`src/rtl/tmds_defs.sv`:
```
// Shared TMDS definitions: control-token code words and the receive-side FSM state encoding.
package tmds_defs;

  localparam logic [9:0] TOK_C00 = 10'b1101010100;
  localparam logic [9:0] TOK_C01 = 10'b0010101011;
  localparam logic [9:0] TOK_C10 = 10'b0101010100;
  localparam logic [9:0] TOK_C11 = 10'b1010101011;

  typedef enum logic [1:0] {
    ST_SEARCH = 2'd0,
    ST_SLIP   = 2'd1,
    ST_SETTLE = 2'd2,
    ST_LOCKED = 2'd3
  } dec_state_t;

endpackage

```
`src/rtl/tmds_word_decode.sv`:
```
// Combinational TMDS word classifier: control-token detect and 8-bit data decode.
module tmds_word_decode
  import tmds_defs::*;
(
  input  logic [9:0] tmds_in,
  output logic       is_token,
  output logic [1:0] c,
  output logic [7:0] data_byte
);

  logic [7:0] d;

  assign d = tmds_in[9] ? ~tmds_in[7:0] : tmds_in[7:0];

  always_comb begin
    is_token = 1'b1;
    c        = 2'b00;
    case (tmds_in)
      TOK_C00: c = 2'b00;
      TOK_C01: c = 2'b01;
      TOK_C10: c = 2'b10;
      TOK_C11: c = 2'b11;
      default: is_token = 1'b0;
    endcase
  end

  // bit 8 selects whether the encoder chained bits with XOR or XNOR
  always_comb begin
    data_byte    = '0;
    data_byte[0] = d[0];
    for (int unsigned i = 1; i < 8; i++) begin
      data_byte[i] = tmds_in[8] ? (d[i] ^ d[i-1]) : ~(d[i] ^ d[i-1]);
    end
  end

endmodule

```
`src/rtl/tmds_channel_decoder.sv`:
```
// One TMDS receive channel: word-boundary alignment via bitslip plus registered data/control decode.
module tmds_channel_decoder
  import tmds_defs::*;
#(
  parameter int unsigned LOCK_RUN      = 8,
  parameter int unsigned SEARCH_CYCLES = 4096,
  parameter int unsigned SETTLE_CYCLES = 8
) (
  input  logic       clk,
  input  logic       rst,
  input  logic [9:0] tmds_in,
  output logic       bitslip,
  output logic       aligned,
  output logic [7:0] data,
  output logic [1:0] ctrl,
  output logic       de
);

  localparam int unsigned RUN_W = $clog2(LOCK_RUN + 1);
  localparam int unsigned WIN_W = $clog2(SEARCH_CYCLES);
  localparam int unsigned SET_W = $clog2(SETTLE_CYCLES + 1);

  localparam logic [RUN_W-1:0] RUN_MAX  = RUN_W'(LOCK_RUN);
  localparam logic [WIN_W-1:0] WIN_LAST = WIN_W'(SEARCH_CYCLES - 1);
  localparam logic [SET_W-1:0] SET_LAST = SET_W'(SETTLE_CYCLES - 1);

  dec_state_t       state_q, state_d;
  logic [RUN_W-1:0] run_q, run_d, run_inc;
  logic [WIN_W-1:0] win_q, win_d;
  logic [SET_W-1:0] set_q, set_d;
  logic             seen_q, seen_d;

  logic       is_token, tok, run_hit, win_end;
  logic [1:0] tok_c;
  logic [7:0] dec_byte;

  tmds_word_decode u_word_decode (
    .tmds_in   (tmds_in),
    .is_token  (is_token),
    .c         (tok_c),
    .data_byte (dec_byte)
  );

  assign tok     = is_token && ((state_q == ST_SEARCH) || (state_q == ST_LOCKED));
  assign run_inc = !tok ? '0 : ((run_q == RUN_MAX) ? run_q : run_q + 1'b1);
  assign run_hit = (run_inc == RUN_MAX);
  assign win_end = (win_q == WIN_LAST);
  assign aligned = (state_q == ST_LOCKED);

  always_comb begin
    state_d = state_q;
    run_d   = run_inc;
    win_d   = win_q + 1'b1;
    seen_d  = seen_q;
    set_d   = '0;
    case (state_q)
      ST_SEARCH: begin
        seen_d = 1'b0;
        // lock takes priority over a simultaneous window expiry
        if (run_hit) begin
          state_d = ST_LOCKED;
          win_d   = '0;
        end else if (win_end) begin
          state_d = ST_SLIP;
          win_d   = '0;
          run_d   = '0;
        end
      end
      ST_SLIP: begin
        state_d = ST_SETTLE;
        run_d   = '0;
        win_d   = '0;
      end
      ST_SETTLE: begin
        run_d = '0;
        win_d = '0;
        set_d = set_q + 1'b1;
        if (set_q == SET_LAST) begin
          state_d = ST_SEARCH;
          set_d   = '0;
        end
      end
      ST_LOCKED: begin
        if (run_hit) seen_d = 1'b1;
        if (win_end) begin
          win_d  = '0;
          seen_d = 1'b0;
          if (!(seen_q || run_hit)) begin
            state_d = ST_SLIP;
            run_d   = '0;
          end
        end
      end
      default: state_d = ST_SEARCH;
    endcase
  end

  // outputs are qualified by the state being entered, so the locking token is already decoded
  always_ff @(posedge clk) begin
    if (rst) begin
      state_q <= ST_SEARCH;
      run_q   <= '0;
      win_q   <= '0;
      set_q   <= '0;
      seen_q  <= 1'b0;
      bitslip <= 1'b0;
      data    <= '0;
      ctrl    <= '0;
      de      <= 1'b0;
    end else begin
      state_q <= state_d;
      run_q   <= run_d;
      win_q   <= win_d;
      set_q   <= set_d;
      seen_q  <= seen_d;
      bitslip <= (state_d == ST_SLIP);
      if (state_d == ST_LOCKED) begin
        if (tok) begin
          de   <= 1'b0;
          ctrl <= tok_c;
          data <= '0;
        end else begin
          de   <= 1'b1;
          data <= dec_byte;
        end
      end else begin
        de   <= 1'b0;
        data <= '0;
        ctrl <= '0;
      end
    end
  end

endmodule

```
`config.mk`:
```
export PLATFORM = sky130hd
export DESIGN_NAME = tmds_channel_decoder
export DESIGN_NICKNAME = d
export VERILOG_FILES = /design/src/rtl/tmds_defs.sv /design/src/rtl/tmds_word_decode.sv /design/src/rtl/tmds_channel_decoder.sv
export SDC_FILE = /design/constraint.sdc
export NUM_CORES = 1
export LEC_CHECK = 0
export CAP_MARGIN = 20
export CORE_MARGIN = 2
export CORE_UTILIZATION = 55
export CTS_BUF_LIST = sky130_fd_sc_hd__clkbuf_8
export DETAILED_ROUTE_END_ITERATION = 7
export PLACE_DENSITY = 0.91
export SYNTH_ARGS = -nofsm -noshare
export SYNTH_HDL_FRONTEND = slang
export SYNTH_SLANG_ARGS = --single-unit
```
`constraint.sdc`:
```
create_clock -name clk -period 2.7 [get_ports clk]
set_clock_uncertainty 0.2 [all_clocks]
set_input_delay 0.27 -clock clk [delete_from_list [all_inputs] [get_ports clk]]
set_output_delay 0.27 -clock clk [all_outputs]
set_load 0.02 [all_outputs]
```
## Word level (Yosys, flattened, before mapping)

Cells that the tools add are included.

| cells by class | value |
|---|---|
| $add $sub $neg | 3 |
| equality and inequality tests | 14 |
| muxes and demuxes | 30 |
| bitwise gates (word level) | 17 |
| reductions and logical operators | 11 |

Operator list:

| cell | number |
|---|---|
| case mux 12 bit (3 select lines) | 1 |
| 2-to-1 mux 12 bit | 2 |
| 2-to-1 mux 4 bit | 6 |
| equality test 10 bit (second input constant) | 2 |
| adder 12 x 1 -> 12 bit (second input constant) | 1 |
| equality test 12 bit (second input constant) | 1 |
| case mux 4 bit (3 select lines) | 1 |
| 2-to-1 mux 1 bit | 11 |
| equality test 10 x 8 -> 1 bit (second input constant) | 1 |
| equality test 10 x 9 -> 1 bit (second input constant) | 1 |
| 2-to-1 mux 2 bit | 5 |
| NOT 1 bit | 9 |
| adder 4 x 1 -> 4 bit (second input constant) | 2 |
| equality test 4 bit (second input constant) | 2 |
| 2-to-1 mux 8 bit | 1 |
| NOT 8 bit | 1 |
| case mux 2 bit (4 select lines) | 1 |
| bitwise XOR 1 bit | 7 |
| equality test 2 bit (second input constant) | 3 |
| case mux 2 bit (3 select lines) | 1 |
| OR reduction 3 bit | 2 |
| equality test 2 x 1 -> 1 bit (second input constant) | 2 |
| equality test 4 x 3 -> 1 bit (second input constant) | 1 |
| OR reduction 2 bit | 2 |
| other kinds (8) | 9 |

| word-level totals | value |
|---|---|
| register bits after elaboration | 35 |
| bits of input ports | 12 |
| output and inout bits | 13 |
| logic and storage cells | 84 |

## Depth between registers and ports, before layout

| depth | value |
|---|---|
| word-level depth | 13 |
| mapped depth | 8 |
| mapped depth without buffers | 7 |

## Hierarchy

Synthesis repeated with hierarchy kept, for this count alone.

| unflattened totals | value |
|---|---|
| cells, all modules | 204 |
| area, all modules | 1816.7 um2 |

By module, submodules not included:

| module | times used | cells an instance | area each (um2) | seq. area each (um2) |
|---|---|---|---|---|
| tmds_channel_decoder | 1 | 169 | 1537.7 | 700.7 |
| tmds_word_decode | 1 | 35 | 279.0 | 0.0 |

## Worst setup path before layout

No wires, ideal clock.

| timing path | value |
|---|---|
| path type | reg2reg |
| start | reg win_q[0] |
| end | reg data[2] |
| setup time | 62 ps |
| arrival time | 2146 ps |
| slack | 292 ps |
| cell stages (with the launch flop) | 8 |
| buffers on the path | 1 |
| cells stage by stage | dfxtp_1 > ha_1 > nand2_1 > or4_4 > and3_4 > or4b_1 > buf_6 > nor2_2 |

| between the ends | value |
|---|---|
| cells in the longest elaborated chain, start to end | 7 |

Ends and longest elaborated chain:

| item | line | RTL |
|---|---|---|
| start, declared | tmds_channel_decoder.sv:29 | `logic [WIN_W-1:0] win_q, win_d;` |
| start signal, assigned | tmds_channel_decoder.sv:113 | `win_q <= win_d;` |
| equality test 12 bit (*) | tmds_channel_decoder.sv:47 | `assign win_end = (win_q == WIN_LAST);` |
| 2-to-1 mux 2 bit | tmds_channel_decoder.sv:63 | `end else if (win_end) begin` |
| 2-to-1 mux 2 bit | tmds_channel_decoder.sv:60 | `if (run_hit) begin` |
| case mux 2 bit (4 select lines) (*) | tmds_channel_decoder.sv:56 | `case (state_q)` |
| equality test 2 bit (*) | tmds_channel_decoder.sv:117 | `if (state_d == ST_LOCKED) begin` |
| NOT 1 bit (no source line) (*) | - |  |
| OR reduction 3 bit (no source line) (*) | - |  |
| end signal, assigned | tmds_channel_decoder.sv:124 | `data <= dec_byte;` |
| end, declared | tmds_channel_decoder.sv:14 | `output logic [7:0] data,` |

Mark *: on every way between the ends. The rest lies on a longest branch, timed or not.
A chain may end at the register's enable or synchronous reset.

## Final worst setup path

| timing path | value |
|---|---|
| start | reg state_q[0] |
| end | reg run_q[0] |

| between the ends | value |
|---|---|
| cells in the longest elaborated chain, start to end | 9 |

Ends and longest elaborated chain:

| item | line | RTL |
|---|---|---|
| start, declared | tmds_channel_decoder.sv:27 | `dec_state_t state_q, state_d;` |
| start signal, assigned | tmds_channel_decoder.sv:111 | `state_q <= state_d;` |
| equality test 2 bit or logical NOT 2 bit (tied branches) | tmds_channel_decoder.sv:44, tmds_channel_decoder.sv:56 |  |
| logical OR 1 bit | tmds_channel_decoder.sv:44 | `assign tok = is_token && ((state_q == ST_SEARCH) \|\| (state_q == ST_LOCKED));` |
| logical AND 1 bit | tmds_channel_decoder.sv:44 |  |
| 2-to-1 mux 4 bit | tmds_channel_decoder.sv:45 | `assign run_inc = !tok ? '0 : ((run_q == RUN_MAX) ? run_q : run_q + 1'b1);` |
| equality test 4 bit | tmds_channel_decoder.sv:46 | `assign run_hit = (run_inc == RUN_MAX);` |
| logical OR 1 bit | tmds_channel_decoder.sv:88 | `if (!(seen_q \|\| run_hit)) begin` |
| 2-to-1 mux 4 bit | tmds_channel_decoder.sv:88 |  |
| 2-to-1 mux 4 bit | tmds_channel_decoder.sv:85 | `if (win_end) begin` |
| case mux 4 bit (3 select lines) (*) | tmds_channel_decoder.sv:56 |  |
| end signal, assigned | tmds_channel_decoder.sv:112 | `run_q <= run_d;` |
| end, declared | tmds_channel_decoder.sv:28 | `logic [RUN_W-1:0] run_q, run_d, run_inc;` |

Marks and branches as above.

==> results.md <==
- Max incr delay on CP: between 0.6 and 0.7 ns
- Longest Clk Path Bufs: 2
- Fin cells: approximately 280
- Final core occ: approximately 73%
- Data required, critical path: between 2 and 3 ns
- FMAX: roughly 390 MHz
- Clock transition at path regs: roughly 0.06 ns
- Synth Flop Type: dfxtp_1
- Gr ovfl total: 0
- Syn_area_per_cell: 9.34 um^2
- Worst hold stages: 1
- Post-DP Area: ~2200 um^2
- Die area: 3750 um^2
- Register-to-Register Path Depth: 6
- Kind of critical path: reg -> reg
- Htree depth: 2
- Outcome: complete, no violations
- Post-synth ARST share: 0%
- Clock Sink Count: 35
- Seq/Total Area, Yosys: about two fifths
- Final setup viols: 0
- Warnings from Yosys: 0
- Max-Cap Viols: 0
- Hold WC Path Type: reg -> reg
- Final instance area: approximately 2300 um^2
- Initial antenna violation count: 0
- Internal power: slightly above 0.9 mW
- Crit path buffers/inverters: 2
- Fin. max-slew vios: 0
- Residual DRC: 0
- Leakage: around 0.84 nW
- Die width: 61.3 um
- Unique masters post-synth: between 40 and 50
- Seq pwr share: approximately 42%
- CTS Buf Count: 5
- Slowest cell on the critical path: or4b_4
- FF-to-FF End: run_q[0]
- WP data arrival: about 2.6 ns
- Pwr dens: 617 nW/um^2
- Per-cell routed wire length: ~14 um
- Setup Buffers After CTS: 0
- Post-synth EDFFs: 0
- DP Cell Count: approximately 270
- Fin crit share: around 95%
- Total number of vias: about 1500
- Crit path capture type: flip-flop
- CTS tree: built
- Layout area overhead: 25.5%
- Most common library cell in the layout ignoring fill and taps: dfxtp_1
- Clk_lat worst skew: 0.29 ns
- Mapped Cells: 193
- Hold Path Origin: set_q[0]
- Routed Antenna Nets: 0
- Global-route wire length before repair: 6330 um
- Antenna cell count: 0
- Final hold violation count: 0
- DR iter-0 viols: 67
- Setup TNS: 0 ns
- # hold bufs at CTS: 0
- Total GRT Usage: 23.3%
- Switching Share: between 30% and 40%
- DPL Wire Length: 2850 um
- Share of cells above drive strength 1: about 16%
- Syn_nets: roughly 210
- Worst ir drop on vdd: 484 uV
- I/O Buffers: 24
- Largest net degree at the start of global routing: 12
- Vias per cell: 5.40
- Crit-path leading delay family: simple AND/OR/NAND/NOR gates
- Initial Utilization: between 50% and 60%
- Worst r2r src: state_q[0]
- Total Nets Final: about 260
- Slew HR: roughly 69%
- Yosys reg bits: 35
- Reg2Reg Setup Slack: approximately 0.14 ns
- RSZ-0062 raised after global routing: false
- Total core area: 3080 um^2
- Min Tclk post-route: ~2.6 ns
- Startpoint types: flip-flop
- Clk root buf: clkbuf_8
- Die Height: between 60 and 70 um
- Clock Power Share: 24.2%
- Synth Cell Area: between 1500 and 2000 um^2
- Placer congestion estimate: 0.863
- Gate power share: 33.4%
- Num ports: 25
- Row cnt: 20
- Hold Path End: set_q[0]
- P_sw: 0.463 mW
- DRT Wirelength: 3830 um
- Gates resized, CTS repair: 0
- Crit path max fanout: 8
- Vias in the first global route: around 1500
- Worst path cell trace: inv_1 > ha_1 > or4b_4 > buf_4 > a211oi_1 > and3_1
- Most frequent cells in the layout: dfxtp_1, clkdlybuf4s50_1, nor2_1, xnor2_1, buf_4
- Worst-Margin Slew: approximately 0.46 ns
- DRT Pass-1 Iters: 4
## Yosys cell counts (2+ instances only)
library cell / number / area [um^2]
nand3_1: 9 / 45.0
nand4_1: 3 / 18.8
and3_1: 3 / 18.8
xnor2_1: 18 / 158
nor3_1: 4 / 20.0
xor2_1: 8 / 70.1
nand3b_1: 2 / 15.0
nand2_1: 10 / 37.5
inv_1: 10 / 37.5
nand2b_1: 2 / 12.5
nor4bb_1: 2 / 20.0
a21oi_1: 3 / 15.0
or4b_4: 2 / 27.5
nor2_2: 8 / 50.1
dfxtp_1: 35 / 701
nor2b_1: 2 / 12.5
ha_1: 9 / 113
o21ai_0: 6 / 30.0
nor2_1: 23 / 86.3
and3b_1: 2 / 17.5
a211oi_1: 4 / 30.0
clkbuf_1: 2 / 7.51
## worst register-to-register path: cells and delay by family, from the launching register on
kind                     cells  cell delay, ns
adder cells (fa/ha/maj)      1            0.42
AO/OA/AOI/OAI                1            0.38
buffers and inverters        2            0.28
flip-flops                   1            0.40
AND/OR/NAND/NOR              2            0.83
## layer usage
layer  track usage [%]  up-vias  routed length, um
met4              9.94        0                 83
met1              25.9      692               1590
met5                 0        -                  0
met2              41.9       44               1970
met3              5.88        9                184
li1                  -      752                  -
## cell families after synthesis
group                      share of synthesized area, %
xor gates and xnor gates                           12.6
adders and majority gates                          6.25
buffers and inverters                              3.12
muxes                                             0.555
DFF                                                38.9
AOI/OAI and AO/OA                                  11.2
and+or+nand+nor                                    27.4
## power by group through the flow
stage | Sequential (mW) | Combinational, mW | Clock (mW)
after floorplan | 0.625 | 0.277 | 0
after global placement | 0.600 | 0.437 | 0
after detailed placement | 0.603 | 0.452 | 0
after CTS | 0.591 | 0.461 | 0.341
after global routing | 0.596 | 0.508 | 0.359
final | 0.593 | 0.466 | 0.338
## state kept, by name (all words and copies together) (netlist names), 2 cells and up
name / flops
win_q: 12
ctrl: 2
data: 8
state_q: 2
run_q: 4
set_q: 4
## layout make-up
type                            instances  area [um^2]
Clock buffer                            5         68.8
Clock inverter                          1         3.75
Fill cell                             216          816
Inverter                               10         37.5
Multi-Input combinational cell        145         1050
Sequential cell                        35          701
Tap cell                               44         55.1
Timing Repair Buffer                   37          350
## worst max-delay path by stage
stage / from / cells past startpoint / endpoint / slack [ns]
floorplan: win_q[0] / 7 / data[2] / 0.29
global placement: tmds_in[1] / 6 / win_q[3] / -0.05
detailed placement: tmds_in[2] / 6 / run_q[3] / -0.10
CTS: state_q[0] / 6 / run_q[0] / 0.15
global route: state_q[0] / 6 / run_q[0] / 0.04
finish: state_q[0] / 6 / run_q[0] / 0.14
## metrics by stage
step           hold WS, ns  worst slack (ns)  power [mW]
4_1_cts              0.265             0.152        1.39
6_report             0.264             0.135        1.40
3_3_place_gp         0.229           -0.0460        1.04
3_5_place_dp         0.252            -0.102        1.05
2_1_floorplan        0.142             0.292       0.903
5_1_grt              0.282            0.0385        1.46
Note: power is estimated with default switching activity, not from simulation.
